$ cat src/rtl/calc_key_engine.sv
// calc_key_engine: keypad key consumer and 16-bit signed calculator core.
// Takes one key per KeyRdy/KeyRd handshake, builds decimal operands,
// latches the operator and evaluates on equal or on a chained operator.
// Optional feature macro: CALC_MUL_EN (operator 011 multiplies when defined).
module calc_key_engine (
  input  logic        clk,
  input  logic        nRST,
  input  logic        KeyRdy,
  input  logic [3:0]  keypad_input,
  input  logic [2:0]  operator_input,
  input  logic        equal_input,
  output logic        KeyRd,
  output logic [15:0] display,
  output logic        ovf,
  output logic        result_valid
);

  typedef enum logic [1:0] {ENTER_A, OP_WAIT, ENTER_B, RESULT} state_t;

  localparam logic [2:0] OP_ADD = 3'b001;
  localparam logic [2:0] OP_SUB = 3'b010;
  localparam logic [2:0] OP_MUL = 3'b011;
  localparam logic [2:0] OP_CLR = 3'b100;
  localparam logic [2:0] OP_NEG = 3'b101;

  state_t             state, nxt_state;
  logic signed [15:0] acc_a, acc_b, nxt_a, nxt_b;
  logic [2:0]         op, nxt_op;
  logic               nxt_ovf;
  logic               armed, cap;

  // datapath intermediates
  logic signed [15:0] cur, neg, res;
  logic signed [31:0] wa, wb, wc, dg, full, appended;
  logic               in_rng, eovf, arith;

  // A key is taken only once KeyRdy has been seen low since the last capture
  assign cap = KeyRdy && armed;

  assign display      = (state == ENTER_B) ? acc_b : acc_a;
  assign result_valid = (state == RESULT);

  // Evaluation, digit append and negate for the operand in play
  always_comb begin
    cur      = (state == ENTER_B) ? acc_b : acc_a;
    wa       = acc_a;
    wb       = (state == OP_WAIT) ? acc_a : acc_b;
    wc       = cur;
    dg       = {28'd0, keypad_input};
    appended = (cur < 0) ? (wc * 32'sd10 - dg) : (wc * 32'sd10 + dg);
    in_rng   = (appended >= -32'sd32768) && (appended <= 32'sd32767);
    neg      = -cur;
    case (op)
      OP_ADD:  full = wa + wb;
      OP_SUB:  full = wa - wb;
`ifdef CALC_MUL_EN
      OP_MUL:  full = wa * wb;
`endif
      default: full = wa;
    endcase
    res  = full[15:0];
    eovf = (full != {{16{res[15]}}, res});
`ifdef CALC_MUL_EN
    arith = (operator_input == OP_ADD) || (operator_input == OP_SUB) ||
            (operator_input == OP_MUL);
`else
    arith = (operator_input == OP_ADD) || (operator_input == OP_SUB);
`endif
  end

  // Next-state and register updates for a captured key
  always_comb begin
    nxt_state = state;
    nxt_a     = acc_a;
    nxt_b     = acc_b;
    nxt_op    = op;
    nxt_ovf   = ovf;
    if (cap) begin
      if (equal_input) begin
        case (state)
          OP_WAIT: begin
            nxt_b     = acc_a;
            nxt_a     = res;
            nxt_ovf   = eovf;
            nxt_state = RESULT;
          end
          ENTER_B, RESULT: begin
            nxt_a     = res;
            nxt_ovf   = eovf;
            nxt_state = RESULT;
          end
          default: ;
        endcase
      end else if (operator_input == OP_CLR) begin
        nxt_a     = '0;
        nxt_b     = '0;
        nxt_op    = '0;
        nxt_ovf   = 1'b0;
        nxt_state = ENTER_A;
      end else if (operator_input == OP_NEG) begin
        if (state != OP_WAIT) begin
          if (state == ENTER_B) nxt_b = neg;
          else                  nxt_a = neg;
          if (cur == 16'sh8000) nxt_ovf = 1'b1;
        end
      end else if (arith) begin
        nxt_op    = operator_input;
        nxt_state = OP_WAIT;
        if (state == ENTER_B) begin
          nxt_a   = res;
          nxt_ovf = eovf;
        end
      end else if (operator_input == 3'b000 && keypad_input < 4'd10) begin
        case (state)
          ENTER_A: if (in_rng) nxt_a = appended[15:0];
          ENTER_B: if (in_rng) nxt_b = appended[15:0];
          OP_WAIT: begin
            nxt_b     = {12'd0, keypad_input};
            nxt_state = ENTER_B;
          end
          default: begin
            nxt_a     = {12'd0, keypad_input};
            nxt_ovf   = 1'b0;
            nxt_state = ENTER_A;
          end
        endcase
      end
    end
  end

  // Handshake: one-cycle acknowledge, rearm only after KeyRdy drops
  always_ff @(posedge clk) begin
    if (!nRST) begin
      KeyRd <= 1'b0;
      armed <= 1'b1;
    end else begin
      KeyRd <= cap;
      if (!KeyRdy)  armed <= 1'b1;
      else if (cap) armed <= 1'b0;
    end
  end

  // State and operand registers
  always_ff @(posedge clk) begin
    if (!nRST) begin
      state <= ENTER_A;
      acc_a <= '0;
      acc_b <= '0;
      op    <= '0;
      ovf   <= 1'b0;
    end else begin
      state <= nxt_state;
      acc_a <= nxt_a;
      acc_b <= nxt_b;
      op    <= nxt_op;
      ovf   <= nxt_ovf;
    end
  end

endmodule

$ cat config.mk
export PLATFORM = sky130hd
export DESIGN_NAME = calc_key_engine
export DESIGN_NICKNAME = d
export VERILOG_FILES = /design/src/rtl/calc_key_engine.sv
export SDC_FILE = /design/constraint.sdc
export NUM_CORES = 1
export LEC_CHECK = 0
export ABC_AREA = 1
export CAP_MARGIN = 10
export CORE_UTILIZATION = 40
export CTS_BUF_LIST = sky130_fd_sc_hd__clkbuf_4 sky130_fd_sc_hd__clkbuf_8
export DETAILED_ROUTE_END_ITERATION = 8
export PLACE_DENSITY = 0.6
export SLEW_MARGIN = 15
export SYNTH_ARGS = -nofsm -noshare
export SYNTH_HDL_FRONTEND = slang
export SYNTH_SLANG_ARGS = --single-unit
$ cat constraint.sdc
create_clock -name clk -period 7.7 [get_ports clk]
set_input_delay 1.925 -clock clk [delete_from_list [all_inputs] [get_ports clk]]
set_output_delay 1.925 -clock clk [all_outputs]
set_load 0.1 [all_outputs]
==> run summary <==
Count leader, synth: nand2_1
Sequential share of the synthesized area: 9.88%
Post-route ant nets: 0
Max_cap viols: 0
Number of diodes: 0
Status: complete, no violations
Post-synth top cells: 400 x nand2_1, 203 x inv_1, 202 x nor2_1
Layout cell share with drive strength beyond 1: 3.51%
Htree depth: 2
Rel. slew slack: 24.6%
Drt wl/cell: 15.2 um
Most frequent CP cell: nand2_1
Pin count of the biggest net entering global routing: 34
Post-route setup TNS: 0 ns
PostCTS Resize Cnt: 0
Final Power: 1980 uW
Final worst path period share: 81.6%
Max incr delay on CP: 0.64 ns
#FFs+latches synth: 40
Setup repair after global routing missed its margin: no
Worst skew pair latency: 0.31 ns
Post-CTS Setup Repair Bufs: 0
Dpl hpwl: 21800 um
Final #Nets: 1593
Root buf cell: clkbuf_8
Chip width: 144 um
Via count: 9653
YS warnings: 0
Worst path slowest cell: inv_1
Placed Cells incl. Taps: 1769
Routed wire length: 27000 um
First-pass GRT wire length: 44200 um
Clk slew on worst S/H paths: 0.09 ns
Slew of the pin with the lowest slew margin: 1.12 ns
Area fraction in compound gates after synthesis: 20.1%
Cell family with most CP delay: simple AND/OR/NAND/NOR gates
CTS max path bufs: 2
Hold Violations, Final: 0
Hold-fix buffers at CTS: 0
Area Overhead vs Synth: 8.52%
Worst Path Max Fanout: 29
Maximum operating frequency: 0.159 GHz
Syn Std Cell Area: 8100 sq um
Cell variety after synth: 49
Post-Synth XOR/XNOR Area: 5.82%
Post-synth top area cell: nand2_1
Vias in the first global route: 8680
Leakage: 0.00438 uW
Post-Synth Simple-Gate Area: 40.8%
Pwr dens: 225 nW/um^2
Syn_nets: 1582
EDFF count, synth: 0
Tmin final: 6.28 ns
Synth Area in Adders: 11.3%
Antenna violations before repair: 0
Top cells by area, synth: nand2_1 19%, ha_1 10%, dfxtp_1 9.9%
Row count: 51
Core area: 19700 sq um
Data arrival, critical path: 6.49 ns
Mapped Cells: 1500
DRC: 0
Fin Hold WS: 0.468 ns
Largest family of logic cells by synthesized area: simple AND/OR/NAND/NOR gates
Final Setup Violations: 0
Post-synth ARST share: 0%
Vias per cell: 5.43
Io pins: 30
Final-report max-slew violation count: 0
TritonCTS clock tree: done
First drt pass iteration count: 6
Die H: 144 um
Syn avg cell area: 5.40 sq um
CP bufs+invs: 4
Hold WC Path Type: register to register
Clock skew: 0.00929 ns
Initial core utilization: 41.2%
Worst vdd ir: 0.0000851 V
Initial drt markers: 720
CP required: 7.91 ns
Gr ovfl total: 0
CP Launch Type: register
Area fraction of the dominant cell type after synthesis: 18.5%
Proportion of synthesized area in mux cells: 0%
Worst setup path class: register to register
Layout Cells excl Fill: 1777
Synth Flop Type: dfxtp_1
RePlAce Congestion: 0.977
CP Capture Type: register
Die area: 20800 sq um
CTS Buf Count: 5
Total track usage: 26.8%
Clock Sinks: 40
Port buffer count: 29
==> layout make-up <==
class	instances	area, sq um
Multi-Input combinational cell	1206	6350
Fill cell	2257	10900
Sequential cell	40	801
Clock inverter	2	13.8
Tap cell	265	332
Inverter	211	792
Clock buffer	6	82.6
Timing Repair Buffer	47	425
==> state kept, by name (all words and copies together) (netlist names) <==
register  flops
acc_b        16
acc_a        16
state         2
armed         1
ovf           1
op            3
KeyRd         1
==> path summary, 6_finish.rpt <==
check / slack [ns] / endpoint / from / cells past startpoint
worst max-delay path: 1.42 / ovf / state[1] / 31
worst min-delay path: 0.47 / op[2] / op[2] / 2
worst max register to register: 1.42 / ovf / state[1] / 31
worst min register to register: 0.47 / op[2] / op[2] / 2
==> metrics by stage <==
stage	area, sq um	worst slack (ns)	util, %
floorplan	8100	1.31	-
global placement	8700	1.55	44.3
detailed placement	8700	1.57	44.3
CTS	8790	1.53	44.7
global route	8790	0.742	44.7
finish	8790	1.42	44.7
==> tightest hold or removal path: cells and delay by family, from the launching register on <==
family,cells,cell delay [ns]
flip-flops,1,0.32
buffers and inverters,1,0.06
AND/OR/NAND/NOR,1,0.05
==> cell families after synthesis <==
family / Yosys count
and+or+nand+nor: 791
AOI/OAI and AO/OA: 291
buffers and inverters: 254
adders and majority gates: 71
xor gates and xnor gates: 53
DFF: 40
==> cell usage in the layout (no fill, tap or decap), types with 6 or more instances in the layout <==
master           Yosys  layout
nand2_1            400     400
inv_1              203     203
nor2_1             202     202
nand3_1            116     116
a21oi_1            108     108
o21ai_0            103     103
ha_1                67      67
dfxtp_1             40      40
xor2_1              35      35
clkdlybuf4s50_1      0      29
nor3_1              21      21
nand4_1             19      19
a22oi_1             18      18
buf_4                0      18
xnor2_1             17      17
o21ai_1             12      12
o211ai_1            11      11
nand3b_1             8       8
a31oi_1              8       8
inv_2                6       6
a21boi_0             6       6
clkbuf_8             0       6
==> report_power, final <==
| group | internal (uW) | switching, uW | total, uW | leakage (uW) |
|---|---|---|---|---|
| clock | 73.4 | 86.4 | 160 | 0.0000516 |
| combinational | 510 | 1070 | 1580 | 0.00401 |
| sequential | 221 | 18.2 | 240 | 0.000326 |
==> layer usage <==
metal  vias up  wire length [um]  track usage [%]
met2       314             12000             43.6
met5         -                 0                0
met3        58              1570             2.02
met1      4355             12600             37.2
met4         0               828             8.42
li1       4926                 -                -
Power figures use the tool's default switching activity.
